--- src/rtl/pc_pkg.sv ---
// Shared definitions for the 16-bit program counter chip:
// word width, reset vector, word type and the decoded command set.
package pc_pkg;

  localparam int WORD_W = 16;

  typedef logic [WORD_W-1:0] word_t;

  localparam word_t RESET_VECTOR = 16'h0000;

  typedef enum logic [2:0] {
    PC_HOLD,
    PC_INC,
    PC_LOAD,
    PC_CALL,
    PC_RET,
    PC_SWAP
  } pc_cmd_e;

  // Priority decode: call+ret, ret, call, load, inc, hold.
  // call+ret on an empty stack has nothing to replace, so it degrades to a call.
  function automatic pc_cmd_e decode_cmd(input logic call, input logic ret,
                                         input logic load, input logic inc,
                                         input logic empty);
    pc_cmd_e cmd;
    if (call && ret)  cmd = empty ? PC_CALL : PC_SWAP;
    else if (ret)     cmd = PC_RET;
    else if (call)    cmd = PC_CALL;
    else if (load)    cmd = PC_LOAD;
    else if (inc)     cmd = PC_INC;
    else              cmd = PC_HOLD;
    return cmd;
  endfunction

endpackage

--- src/rtl/pc_ret_stack.sv ---
// Return-address LIFO: push, pop and replace-top, with occupancy count
// and full/empty status. The caller never pushes when full or pops /
// replaces when empty; those cases are resolved in the program counter.
module pc_ret_stack
  import pc_pkg::*;
#(
  parameter int DEPTH = 8
) (
  input  logic                     clk,
  input  logic                     reset,
  input  logic                     push,
  input  logic                     pop,
  input  logic                     replace,
  input  word_t                    wdata,
  output word_t                    rdata,
  output logic [$clog2(DEPTH):0]   count,
  output logic                     full,
  output logic                     empty
);

  localparam int AW = $clog2(DEPTH);
  localparam int CW = AW + 1;

  word_t           mem [DEPTH];
  logic [CW-1:0]   count_reg;
  logic [CW-1:0]   top_pos;

  assign top_pos = count_reg - CW'(1);
  assign count   = count_reg;
  assign full    = (count_reg == CW'(DEPTH));
  assign empty   = (count_reg == '0);
  // Top-of-stack is read directly so a return completes in one cycle.
  assign rdata   = mem[top_pos[AW-1:0]];

  // Entry storage: contents are don't-care after reset, so no reset here.
  always_ff @(posedge clk) begin
    if (push)
      mem[count_reg[AW-1:0]] <= wdata;
    else if (replace)
      mem[top_pos[AW-1:0]] <= wdata;
  end

  // Occupancy counter.
  always_ff @(posedge clk or posedge reset) begin
    if (reset)
      count_reg <= '0;
    else if (push && !pop)
      count_reg <= count_reg + CW'(1);
    else if (pop && !push)
      count_reg <= count_reg - CW'(1);
  end

endmodule

--- src/rtl/pc_16bit_chip.sv ---
// 16-bit program counter with integrated return-address stack.
// Optional build macro PC_WRAP_FLAG_EN adds a sticky `wrap` output that
// records the counter wrapping from 0xFFFF to 0x0000.
module pc_16bit_chip
  import pc_pkg::*;
#(
  parameter int DEPTH = 8
) (
  input  logic                     clk,
  input  logic                     reset,
  output logic [WORD_W-1:0]        out,
  input  logic [WORD_W-1:0]        in,
  input  logic                     load,
  input  logic                     inc,
  input  logic                     call,
  input  logic                     ret,
  output logic [$clog2(DEPTH):0]   depth,
  output logic                     ovf,
  output logic                     unf
`ifdef PC_WRAP_FLAG_EN
  ,
  output logic                     wrap
`endif
);

  pc_cmd_e cmd;
  word_t   out_plus1;
  word_t   out_next;
  word_t   stack_top;
  logic    push, pop, replace;
  logic    full, empty;
  logic    ovf_next, unf_next;

  // Return address is always the pre-call out+1, wrapping naturally.
  assign out_plus1 = out + word_t'(1);

  // Resolve the simultaneous command inputs into one operation.
  always_comb begin
    cmd = decode_cmd(call, ret, load, inc, empty);
  end

  // Next-state and stack controls for the decoded operation.
  always_comb begin
    out_next = out;
    push     = 1'b0;
    pop      = 1'b0;
    replace  = 1'b0;
    ovf_next = ovf;
    unf_next = unf;
    case (cmd)
      PC_INC:  out_next = out_plus1;
      PC_LOAD: out_next = in;
      PC_CALL: begin
        out_next = in;
        if (full) ovf_next = 1'b1;
        else      push     = 1'b1;
      end
      PC_RET: begin
        if (empty) begin
          unf_next = 1'b1;
        end else begin
          out_next = stack_top;
          pop      = 1'b1;
        end
      end
      PC_SWAP: begin
        out_next = in;
        replace  = 1'b1;
      end
      default: ;
    endcase
  end

  // Program counter and sticky flags.
  always_ff @(posedge clk or posedge reset) begin
    if (reset) begin
      out <= RESET_VECTOR;
      ovf <= 1'b0;
      unf <= 1'b0;
    end else begin
      out <= out_next;
      ovf <= ovf_next;
      unf <= unf_next;
    end
  end

`ifdef PC_WRAP_FLAG_EN
  logic wrap_next;

  // Wrap occurs on inc from 0xFFFF or when a return address is stored from 0xFFFF.
  always_comb begin
    wrap_next = wrap;
    if ((out == 16'hFFFF) &&
        ((cmd == PC_INC) || (cmd == PC_SWAP) || ((cmd == PC_CALL) && !full)))
      wrap_next = 1'b1;
  end

  // Sticky wrap flag.
  always_ff @(posedge clk or posedge reset) begin
    if (reset) wrap <= 1'b0;
    else       wrap <= wrap_next;
  end
`endif

  pc_ret_stack #(.DEPTH(DEPTH)) u_stack (
    .clk     (clk),
    .reset   (reset),
    .push    (push),
    .pop     (pop),
    .replace (replace),
    .wdata   (out_plus1),
    .rdata   (stack_top),
    .count   (depth),
    .full    (full),
    .empty   (empty)
  );

endmodule

--- config.mk ---
export PLATFORM = sky130hd
export DESIGN_NAME = pc_16bit_chip
export DESIGN_NICKNAME = d
export VERILOG_FILES = /design/src/rtl/pc_pkg.sv /design/src/rtl/pc_ret_stack.sv /design/src/rtl/pc_16bit_chip.sv
export SDC_FILE = /design/constraint.sdc
export NUM_CORES = 1
export LEC_CHECK = 0
export CORE_UTILIZATION = 47
export CTS_BUF_LIST = sky130_fd_sc_hd__clkbuf_16
export CTS_CLUSTER_SIZE = 12
export DETAILED_ROUTE_END_ITERATION = 16
export GPL_ROUTABILITY_DRIVEN = 0
export GPL_TIMING_DRIVEN = 0
export MAX_ROUTING_LAYER = met4
export PLACE_DENSITY = 0.66
export SLEW_MARGIN = 30
export SYNTH_ARGS = -nofsm -noshare
export SYNTH_HDL_FRONTEND = slang
export SYNTH_HIERARCHICAL = 1
export SYNTH_SLANG_ARGS = --single-unit
--- constraint.sdc ---
create_clock -name clk -period 5.9 [get_ports clk]
set_input_delay 1.18 -clock clk [delete_from_list [all_inputs] [get_ports clk]]
set_output_delay 1.18 -clock clk [all_outputs]
set_load 0.01 [all_outputs]
# Yosys cells after proc, flatten, opt, wreduce, memory -nomap -nowiden
# Memory sizes are Yosys's and may differ from the RTL's.
# Index checks and enable logic that the tools add are counted.
dict set report totals {
  memories 1
  inputBits 22
  ram_bits 128
  ff_bits 22
  latchBits 0
  wordCells 51
  romBits 0
}
dict set report op_classes {
  bitwise_logic 0
  shift 0
  n_mul 0
  reduce_logical 13
  magnitude_cmp 0
  add_sub_neg 3
  div 0
  mux 23
  eq_ne 7
}
# name depth width rd rd_ports_with_merged_regs write_ports line_no
set mem_list {}
lappend mem_list {u_stack.mem 8 16 1 0 1 pc_ret_stack.sv:24} ;# word_t mem [DEPTH];
# operator count
set ops {}
lappend ops {{$pmux W16 S3} 1}
lappend ops {{$mux W16} 2}
lappend ops {{$add A16 B1 Y16 const B} 1}
lappend ops {{$reduce_or A16 Y1} 1}
lappend ops {{$mux W1} 12}
lappend ops {{$mux W3} 4}
lappend ops {{$mux W4} 2}
lappend ops {{$eq A3 B2 Y1 const B} 2}
lappend ops {{$eq A3 B3 Y1 const B} 2}
lappend ops {{$reduce_and A2 Y1} 3}
lappend ops {{$add A4 B1 Y4 const B} 1}
lappend ops {{$eq A4 B4 Y1 const B} 1}
lappend ops {{$logic_not A4 Y1} 1}
lappend ops {{$mux W2} 2}
lappend ops {{$sub A4 B1 Y4 const B} 1}
lappend ops {{$eq A3 B1 Y1 const B} 1}
lappend ops {{$logic_and A1 B1 Y1} 3}
lappend ops {{$reduce_bool A3 Y1} 1}
lappend ops {{$reduce_or A3 Y1} 1}
lappend ops {{$logic_not A1 Y1} 2}
lappend ops {{$ne A2 B2 Y1 const B} 1}
lappend ops {{$reduce_bool A2 Y1} 1}

# Logic depth before layout (Yosys ltp)
# Gate-level depths: netlist (run 1).
dict set report depth {
  word_depth 12
  depth_mapped 13
}

# Modules after synthesis
# The synthesis (run 1) kept the hierarchy.
# mod seq_area_each_um2 area_each_um2 instances cells_each
set by_module_without_submodules {}
lappend by_module_without_submodules {pc_ret_stack 3943.8 5360.1 1 238}
lappend by_module_without_submodules {pc_16bit_chip 450.4 1457.6 1 164}

# Worst setup path after synthesis (run 1)
# No wires, ideal clock.
dict set report synth_path {
  kind {reg2reg}
  from {reg u_stack.count_reg[0] (netlist: u_stack/count[0])}
  to {mem u_stack/mem[2][0] in the netlist's numbering (enable)}
  arrival_time_ns 4.065
  path_slack_ns 1.426
  synth_period_minus_slack_ns 4.474
  setup_time_ns 0.409
  path_stages_with_launch 13
  cell_sequence {dfrtp_1 buf_6 buf_2 inv_1 ha_1 clkbuf_2 nor3b_1 nand2b_1 nand2_1 nor2_1 nor2b_1 mux2_2 nor3_1}
}
dict set report synth_via {
  word_cells_on_any_way 18
}
# item line_no
set synth_lines {}
lappend synth_lines {{start: declaration} pc_ret_stack.sv:25} ;# logic [CW-1:0] count_reg;
lappend synth_lines {{start signal: assignment} pc_ret_stack.sv:48} ;# count_reg <= count_reg + CW'(1);
lappend synth_lines {{start signal: assignment} pc_ret_stack.sv:50} ;# count_reg <= count_reg - CW'(1);
lappend synth_lines {{$logic_not A4 Y1 *} pc_ret_stack.sv:31} ;# assign empty = (count_reg == '0);
lappend synth_lines {{net empty} pc_16bit_chip.sv:31} ;# logic full, empty;
lappend synth_lines {{$mux W3 * (2 in a row)} pc_pkg.sv:26} ;# if (call && ret) cmd = empty ? PC_CALL : PC_SWAP;
lappend synth_lines {{$eq A3 B2 Y1 *} pc_16bit_chip.sv:50} ;# case (cmd)
lappend synth_lines {{$mux W1 *} pc_16bit_chip.sv:50}
lappend synth_lines {{net push} pc_16bit_chip.sv:30} ;# logic push, pop, replace;
lappend synth_lines {{$mux W1} pc_ret_stack.sv:37} ;# if (push)
lappend synth_lines {{$mux W1 (implied by the code)} pc_ret_stack.sv:40} ;# mem[top_pos[AW-1:0]] <= wdata;
lappend synth_lines {{$reduce_or A16 Y1 (no source line)} -}
lappend synth_lines {{$mux W3 (no source line) / $mux W1 (equally long branches)} -}
lappend synth_lines {{end: declaration} pc_ret_stack.sv:24}
# Mark *: on every way through the listed nets, which the timed path passes. The rest lies on a longest branch.

# Final worst setup path (run 1)
dict set report layout_path {
  from {reg u_stack.count_reg[0] (netlist: u_stack/count[0])}
  to {mem u_stack/mem[2][14] in the netlist's numbering (enable)}
}
# The elaborated chain is that of the path after synthesis.

==> results.md, run 1 <==
* Status: complete, no violations
* Worst min-delay path category: register to register
* Final min period at about 4.3 ns
* Layout area overhead at 19.89%
* Endpoints failing hold at 0
* Number of cell rows at 43
* Synth Register Bits at 150
* Clock root buffer: clkbuf_16
* Crit-path cells: buf_6 -> buf_2 -> inv_1 -> ha_1 -> clkbuf_2 -> nor3b_2 -> nand2b_1 -> nand2_1 -> nor2_1 -> nor2b_1 -> mux2_2 -> nor3_2 -> buf_4
* Hold Buf Count CTS at 0
* Slew @ Worst Pin at 0.8449 ns
* Worst Setup Start Kind: register
* Vias per cell at 6.060
* Post-cts resize count at 0
* Synth top area share at 56.38%
* CTS tree: yes
* I/O pin count at 44
* Final Cycle Share at 73.19%
* Clk slew on worst S/H paths at roughly 0.060 ns
* Crit-path leading delay family: simple AND/OR/NAND/NOR gates
* Die H at 122.4 µm
* Critical-path maximum fanout at 10
* Initial Util at between 40 and 50%
* Sequential area share after synthesis at ~64%
* Critical path depth in cells at 13
* Fin. max-slew vios at 0
* Largest net degree at the start of global routing at 19
* Achievable Freq at 0.2316 GHz
* Slowest stage delay, CP at 0.66 ns
* DP HPWL at 11.00 mm
* Final Cell Area at 8174 µm²
* Worst path slowest cell: nor3b_2
* Final nets at 498
* Die area at roughly 15000 µm²
* Non-filler cells, final at 665
* Crit path arrival time at 4.45 ns
* Syn_nets at 428
* DIE WIDTH at 122.4 µm
* First-pass GRT wire length at 24.23 mm
* GRT Total Usage at between 20% and 30%
* Syn_area_per_cell at 16.96 µm²
* Data required time of the worst path at roughly 6.0 ns
* Core area at 14040 µm²
* Final count of negative-setup-slack endpoints at 0
* CP Class: register to register
* CP bufs+invs at 5
* EDFF count, synth at roughly 130
* Port bufs at 42
* Leakage power at 2.833 nW
* Hold depth at 1
* Clk_lat worst skew at 0.43 ns
* Crit. End Element: register
* Placed Cells at roughly 630
* Maximum vdd drop at 0.0003236 V
* Setup Buffers After CTS at 0
* Area post-placement at 7636 µm²
* DRT iter0 DRCs at 450
* MaxCap Viol Count at 0
* Distinct cells, synth at 59
* Layout cell share with drive strength beyond 1 at 20.21%
* Number of global-route vias before repair at around 4000
* Synth warn at 6
* Clock sinks at 150
* Grt ovf at 0
* Drt drc at 0
* Bufs on Longest Clock Path at 2
* Post-Route WL at 16.19 mm
* Synth Flop Type: edfxtp_1
* Yosys top cell by area: edfxtp_1
* Cell Area, Synth at around 6800 µm²
* Antenna violations before repair at 0
* Gate Count Post-Synth at ~400
* R2R depth at 13
* Vias at 4030
* Num CTS Buffers at 17
* Slew HR at 43.61%
* Pre-antenna DRT Iters at 5
* # H-tree levels at 4
* Fill cells at approximately 1100
* DR WL/cell at 24.35 µm
* Unrepaired setup endpoints after global routing: false
* PD cells at 542.8 nW/µm²
* Routed Antenna Nets at 0
* Antenna diodes at 0
* Flip-flop count of the largest register after layout at 128
* Clk_skew at roughly 0.0051 ns
* Area contributors post-synth: edfxtp_1 56%, mux4_1 10%, dfrtp_1 8.1%
* Post-synthesis async set-or-reset flop share at approximately 15%
-- final timing paths --
check,end,startpoint,slack (ns)
max in group asynchronous,out[8]$_DFFE_PP0P_,reset,4.13
max,u_stack/mem[2][14]$_DFFE_PP_,u_stack/count[0]$_DFFE_PP0P_,1.58
max reg2reg,u_stack/mem[2][14]$_DFFE_PP_,u_stack/count[0]$_DFFE_PP0P_,1.58
min,unf$_DFFE_PP0P_,unf$_DFFE_PP0P_,0.46
min in group asynchronous,u_stack/count[1]$_DFFE_PP0P_,reset,0.95
min reg2reg,unf$_DFFE_PP0P_,unf$_DFFE_PP0P_,0.46
-- cell usage after synthesis (all sizes together) (3+ instances only) --
library cell / n
clkbuf: 6
nor4: 3
o221ai: 3
xor2: 10
nand2: 13
mux4: 32
mux2i: 3
nand3: 7
nor2: 19
a222oi: 6
xnor2: 11
nand4: 5
mux2: 17
dfrtp: 22
a31oi: 3
a22oi: 7
buf: 16
ha: 4
a21oi: 5
a221oi: 3
a21o: 5
a2111oi: 3
edfxtp: 128
and3: 3
inv: 11
nor2b: 3
o21ai: 16
nor3: 10
o2bb2ai: 8
-- power by group --
| part | switching (W) | internal (W) |
|---|---|---|
| logic | 0.000925 | 0.000805 |
| clock network | 0.000419 | 0.000570 |
| registers | 0.000151 | 0.00157 |
-- layout make-up --
| cell class | instances | area (µm²) | share of cell area [%] |
|---|---|---|---|
| well taps | 180 | 225.2 | 2.755 |
| multi-input cells | 219 | 2303 | 28.18 |
| repair buffers | 51 | 525.5 | 6.429 |
| flip-flops and latches | 150 | 4394 | 53.76 |
| inverters | 11 | 41.29 | 0.5051 |
| plain buffers | 22 | 146.4 | 1.791 |
| clock inverters | 15 | 112.6 | 1.378 |
| clock buffers | 17 | 425.4 | 5.204 |
-- metal layers --
layer / vias up / GRT usage (%) / share of wire (%)
li1: 1793 / - / -
met1: 2098 / 30.76 / 43
met2: 110 / 37.68 / 50
met3: 29 / 5.948 / 4.9
met4: 0 / 10.82 / 2.2
met5: - / - / 0
-- stage by stage --
step / setup TNS, ns / utilization [%] / power, W / hold slack [ns] / worst slack, ns
floorplan: 0 / - / 0.002806 / 0.4932 / 1.426
global placement: -10.76 / 53.15 / 0.003361 / 0.4377 / -0.4129
global route: 0 / 58.21 / 0.004652 / 0.4729 / 1.412
detailed placement: 0 / 54.38 / 0.003479 / 0.4511 / 1.676
CTS: 0 / 58.21 / 0.004474 / 0.4629 / 1.645
finish: 0 / 58.21 / 0.004436 / 0.4613 / 1.582
-- cell usage in the layout (no fill, tap or decap), drive strengths merged, types with 7 or more instances in the layout --
master,count
inv,12
clkbuf,23
nor3,10
a22oi,7
buf,25
nor2,19
nand3,7
nand2,13
mux2,17
xnor2,11
mux4,32
dfrtp,22
xor2,10
o2bb2ai,8
edfxtp,128
clkinv,10
clkdlybuf4s50,42
o21ai,16
-- kinds of logic after synthesis --
kind of cell,share of synthesized area [%]
DFF,64.45
and+or+nand+nor,6.405
AOI/OAI and AO/OA,7.543
muxes,15.31
buffers and inverters,2.753
xor gates and xnor gates,2.808
adders and majority gates,0.7341
Power figures use the tool's default switching activity.
==> run 2: changes to the inputs <==
==> constraint.sdc (replaced) <==
create_clock -name clk -period 4.34 [get_ports clk]
set_input_delay 0.868 -clock clk [delete_from_list [all_inputs] [get_ports clk]]
set_output_delay 0.868 -clock clk [all_outputs]
set_load 0.01 [all_outputs]
==> results.md, run 2 (synthesis results as in run 1) <==
* Vias per cell at 6.177 (+1.9%)
* Achievable Freq at 0.2496 GHz (+7.8%)
* Core area at 14040 µm² (unchanged)
* Largest net degree at the start of global routing at 19 (unchanged)
* Setup Buffers After CTS at 0 (unchanged)
* Grt ovf at 0 (unchanged)
* GRT Total Usage at 24.20% (-0.23 points)
* DIE WIDTH at 122.4 µm (unchanged)
* Routed Antenna Nets at 0 (unchanged)
* Post-Place Setup Slack at 0.2122 ns (-1.464 ns)
* Final Cycle Share at 92.30% (+19 points)
* Clk_lat worst skew at 0.42 ns (about the same)
* Commonest non-fill, non-tap cell in the layout: edfxtp_1
* Slew HR at 47.06% (+3.4 points)
* Antenna diodes at 0 (unchanged)
* Bufs on Longest Clock Path at 2 (unchanged)
* Flip-flop count of the largest register after layout at 128 (unchanged)
* Number of global-route vias before repair at 3985 (-0.23%)
* Critical-path maximum fanout at 10 (unchanged)
* First-pass GRT wire length at 24.21 mm (about the same)
* Clk slew on worst S/H paths at 0.06 ns (about the same)
* Initial Util at 48.55% (unchanged)
* Most frequent cells in the layout: 128 x edfxtp_1, 42 x clkdlybuf4s50_1, 27 x mux4_1
* Die H at 122.4 µm (unchanged)
* Layout cell share with drive strength beyond 1 at 20.12% (-0.082 points)
* Antenna violations before repair at 0 (unchanged)
* CTS tree: yes
* DP HPWL at 11.06 mm (+0.62%)
* Status: complete, no violations
* Num CTS Buffers at 17 (unchanged)
* Setup ws final at 0.3340 ns (-1.248 ns)
* Maximum vdd drop at 0.0003915 V (+21%)
* DR WL/cell at 24.48 µm (+0.55%)
* Data required time of the worst path at 4.47 ns (-1.56 ns)
* Worst Setup Start Kind: register
* Number of cell rows at 43 (unchanged)
* I/O pin count at 44 (unchanged)
* Clock sinks at 150 (unchanged)
* CP Class: register to register
* Final min period at 4.006 ns (-0.3121 ns)
* Die area at 14990 µm² (unchanged)
* Area post-placement at 7634 µm² (about the same)
* Clk_skew at 0.006927 ns (+0.001831 ns)
* Fin. max-slew vios at 0 (unchanged)
* MaxCap Viol Count at 0 (unchanged)
* Port bufs at 42 (unchanged)
* Drt drc at 0 (unchanged)
* Endpoints failing hold at 0 (unchanged)
* # H-tree levels at 4 (unchanged)
* Overall power at 0.006267 W (+41%)
* Unrepaired setup endpoints after global routing: false
* Post-layout util at 58.76% (+0.55 points)
* PD cells at 759.5 nW/µm² (+40%)
* Vias at 4089 (+1.5%)
* Pre-antenna DRT Iters at 5 (unchanged)
* Leakage power at 2.865 nW (+1.1%)
* Crit. End Element: register
* Slew @ Worst Pin at 0.7933 ns (-0.05161 ns)
* Final count of negative-setup-slack endpoints at 0 (unchanged)
* Worst min-delay path category: register to register
* Crit path arrival time at 4.13 ns (-0.32 ns)
* Layout area overhead at 21.03%
* DRT iter0 DRCs at 384 (-15%)
* Post-Route WL at 16.21 mm (about the same)
* Final nets at 495 (-0.60%)
* Clock root buffer: clkbuf_16
* Hold Buf Count CTS at 0 (unchanged)
* Final Cell Area at 8252 µm² (+0.95%)
[run 2: final timing paths]
check                                        startpoint                            to  slack (ns)  depth (start not counted)
max                        u_stack/count[0]$_DFFE_PP0P_   u_stack/mem[2][0]$_DFFE_PP_        0.33                         13
min                                     unf$_DFFE_PP0P_               unf$_DFFE_PP0P_        0.49                          1
max reg2reg                u_stack/count[0]$_DFFE_PP0P_   u_stack/mem[2][0]$_DFFE_PP_        0.33                         13
min reg2reg                             unf$_DFFE_PP0P_               unf$_DFFE_PP0P_        0.49                          1
max in group asynchronous                         reset            out[3]$_DFFE_PP0P_        2.87                          2
min in group asynchronous                         reset  u_stack/count[2]$_DFFE_PP0P_        0.70                          2
[run 2: where the power goes]
group          internal [W]  switching (W)
logic               0.00110        0.00130
registers           0.00213       0.000209
clock network      0.000954       0.000568
[run 2: metal layers]
| metal | track usage [%] | wire (µm) | vias up |
|---|---|---|---|
| met5 | - | 0 | - |
| met1 | 31.56 | 6897 | 2109 |
| met4 | 9.909 | 398 | 0 |
| li1 | - | - | 1791 |
| met2 | 36.55 | 7905 | 156 |
| met3 | 5.809 | 1008 | 33 |
[run 2: worst max-delay path: stages (launching register included)]
cell,delay (ns)
dfrtp_1,0.40
buf_6,0.16
buf_2,0.19
inv_1,0.10
ha_1,0.14
clkbuf_2,0.20
nor3b_4,0.45
nand2b_1,0.21
nand2_1,0.06
nor2_1,0.38
nor2b_1,0.21
mux2_2,0.37
nor3_4,0.57
buf_8,0.24
[run 2: area by class of cell]
class | count | area [µm²]
Sequential cell | 150 | 4394
Clock inverter | 15 | 186.4
Inverter | 11 | 41.29
Multi-Input combinational cell | 219 | 2322
Timing Repair Buffer | 48 | 510.5
Buffer | 22 | 146.4
Tap cell | 180 | 225.2
Clock buffer | 17 | 425.4
Fill cell | 1074 | 5791
[run 2: per-stage QoR]
step,TNS (ns),hold WS [ns],instances
after global placement,-98.62,0.4708,624
after detailed placement,0,0.4843,630
after floorplan,0,0.4932,402
after global routing,0,0.5050,662
after CTS,0,0.4977,662
final,0,0.4869,662
[run 2: repair_timing]
action / 4_1_cts / 5_1_grt
hold endpoints to repair: 0 / 0
setup endpoints to repair: 0 / 16
resized for setup: 0 / 1
==> run 3: changes to the inputs <==
--- a/config.mk
+++ b/config.mk
@@ -5,14 +5,14 @@
 export SDC_FILE = /design/constraint.sdc
 export NUM_CORES = 1
 export LEC_CHECK = 0
-export CORE_UTILIZATION = 47
+export CORE_UTILIZATION = 49
 export CTS_BUF_LIST = sky130_fd_sc_hd__clkbuf_16
 export CTS_CLUSTER_SIZE = 12
 export DETAILED_ROUTE_END_ITERATION = 16
 export GPL_ROUTABILITY_DRIVEN = 0
 export GPL_TIMING_DRIVEN = 0
 export MAX_ROUTING_LAYER = met4
-export PLACE_DENSITY = 0.66
+export PLACE_DENSITY = 0.68
 export SLEW_MARGIN = 30
 export SYNTH_ARGS = -nofsm -noshare
 export SYNTH_HDL_FRONTEND = slang
==> results.md, run 3 (synthesis results as in run 1) <==
* Layout area overhead at 19.93%
* Sequential Area at 4394 µm² (unchanged)
* Largest net degree at the start of global routing at 19 (unchanged)
* Final nets at 493 (-0.40%)
* GRT Total Usage at 24.64% (+0.44 points)
* DP HPWL at 10.39 mm (-6.1%)
* Port bufs at 42 (unchanged)
* CP Class: register to register
* Num CTS Buffers at 17 (unchanged)
* WHS at 0.4922 ns (+0.005326 ns)
* Clk slew on worst S/H paths at 0.06 ns (about the same)
* Final count of negative-setup-slack endpoints at 0 (unchanged)
* Data required time of the worst path at 4.47 ns (about the same)
* Post-Route WL at 15.73 mm (-3.0%)
* Leakage power at 2.841 nW (-0.82%)
* Clk_skew at 0.009465 ns (+0.002538 ns)
* Fin. max-slew vios at 0 (unchanged)
* Layout cell share with drive strength beyond 1 at 18.96% (-1.2 points)
* Pre-antenna DRT Iters at 7 (+2)
* Area post-placement at 7599 µm² (-0.46%)
* Area taken by multi-input logic gates at 2322 µm² (unchanged)
* I/O pin count at 44 (unchanged)
* First-pass GRT wire length at 24.38 mm (+0.71%)
* Critical-path maximum fanout at 10 (unchanged)
* Core area at 13400 µm² (-4.6%)
* DR WL/cell at 23.97 µm (-2.1%)
* Endpoints failing hold at 0 (unchanged)
* Setup Buffers After CTS at 0 (unchanged)
* Routed Antenna Nets at 0 (unchanged)
* MaxCap Viol Count at 0 (unchanged)
* Drt drc at 0 (unchanged)
* Status: complete, no violations
* Slew HR at 42.89% (-4.2 points)
* PD cells at 750.1 nW/µm² (-1.2%)
* Vias per cell at 6.047 (-2.1%)
* Final Cell Area at 8177 µm² (-0.91%)
* Achievable Freq at 0.2452 GHz (-1.8%)
* Unrepaired setup endpoints after global routing: false
* Final min period at 4.078 ns (+0.07208 ns)
* Post-layout util at 61.02% (+2.3 points)
* Number of global-route vias before repair at 4140 (+3.9%)
* Worst Setup Start Kind: register
* Antenna violations before repair at 0 (unchanged)
* Flip-flop count of the largest register after layout at 128 (unchanged)
* Crit path arrival time at 4.21 ns (+0.08 ns)
* CTS tree: yes
* Commonest non-fill, non-tap cell in the layout: edfxtp_1
* Number of cell rows at 42 (-2.3%)
* Vias at 3967 (-3.0%)
* Initial Util at 50.88% (+2.3 points)
* Maximum vdd drop at 0.0003094 V (-21%)
* Setup TNS at 0 ns (unchanged)
* Worst min-delay path category: register to register
* Final Cycle Share at 93.96% (+1.7 points)
* Antenna diodes at 0 (unchanged)
* Grt ovf at 0 (unchanged)
* # H-tree levels at 4 (unchanged)
* DRT iter0 DRCs at 480 (+25%)
* Most frequent cells in the layout: 128 x edfxtp_1, 42 x clkdlybuf4s50_1, 27 x mux4_1
* Fill cells at 998 (-7.1%)
* Crit. End Element: register
* Bufs on Longest Clock Path at 2 (unchanged)
* Clk_lat worst skew at 0.42 ns (about the same)
* Clock root buffer: clkbuf_16
* Die H at 120.0 µm (-2.0%)
* Die area at 14390 µm² (-4.0%)
* Slew @ Worst Pin at 0.8566 ns (+0.06335 ns)
* DIE WIDTH at 120.0 µm (-2.0%)
* Clock sinks at 150 (unchanged)
-- run 3: changes by cell type in the layout (fill, tap and decap cells not counted) --
cell | previous run | this run
clkinv_1 | 2 | 4
clkinv_4 | 1 | 0
buf_8 | 7 | 5
clkinvlp_4 | 3 | 2
inv_1 | 11 | 13
inv_6 | 1 | 0
bufinv_16 | 4 | 3
-- run 3: critical path, cell delays in order, from the launching register on --
cell and delay, ns:
dfrtp_1 0.40, buf_6 0.16, buf_2 0.18, inv_1 0.09, ha_1 0.14, clkbuf_2 0.21, nor3b_4 0.46, nand2b_1 0.22
nand2_1 0.08, nor2_1 0.42, nor2b_1 0.22, mux2_2 0.37, nor3_4 0.57, buf_8 0.23
-- run 3: layout make-up --
cell class	instances	area share (%)
repair buffers	46	5.876
multi-input cells	219	28.40
clock buffers	17	5.203
well taps	176	2.693
clock inverters	15	1.790
plain buffers	22	1.790
inverters	11	0.5050
flip-flops and latches	150	53.74
-- run 3: final timing paths --
path | start | endpoint | slack (ns) | depth (start not counted)
worst max-delay path | u_stack/count[0]$_DFFE_PP0P_ | u_stack/mem[2][10]$_DFFE_PP_ | 0.26 | 13
worst min-delay path | unf$_DFFE_PP0P_ | unf$_DFFE_PP0P_ | 0.49 | 1
worst max register to register | u_stack/count[0]$_DFFE_PP0P_ | u_stack/mem[2][10]$_DFFE_PP_ | 0.26 | 13
worst min register to register | unf$_DFFE_PP0P_ | unf$_DFFE_PP0P_ | 0.49 | 1
max in group asynchronous | reset | out[10]$_DFFE_PP0P_ | 2.91 | 2
min in group asynchronous | reset | u_stack/count[3]$_DFFE_PP0P_ | 0.65 | 2
-- run 3: power by group --
group / total [W] / leakage, nW / internal (W) / switching (W)
clock: 0.00143 / 0.286 / 0.000884 / 0.000545
combinational: 0.00236 / 1.12 / 0.00109 / 0.00127
sequential: 0.00234 / 1.43 / 0.00213 / 0.000209
total: 0.00613 / 2.84 / 0.00411 / 0.00203
-- run 3: stage by stage --
step / power [W] / std cells / setup WS (ns)
2_1_floorplan: 0.003821 / 402 / 0.2269
6_report: 0.006134 / 656 / 0.2619
5_1_grt: 0.006421 / 656 / 0.02425
3_5_place_dp: 0.004722 / 624 / 0.1995
4_1_cts: 0.006163 / 656 / 0.1564
3_3_place_gp: 0.004546 / 620 / -1.024
-- run 3: repair_timing --
action | 4_1_cts | 5_1_grt
resized for setup | 0 | 1
hold buffers | 0 | 0
endpoints found under the setup margin | 0 | 16
-- run 3: routing by layer --
layer / routed length [µm] / vias to the layer above / share of wire [%] / global-route usage, %
li1: - / 1781 / - / -
met1: 6762 / 2049 / 43 / 31.51
met2: 7846 / 122 / 50 / 38.76
met3: 916 / 15 / 5.8 / 5.228
met4: 200 / 0 / 1.3 / 9.531
met5: 0 / - / 0 / -
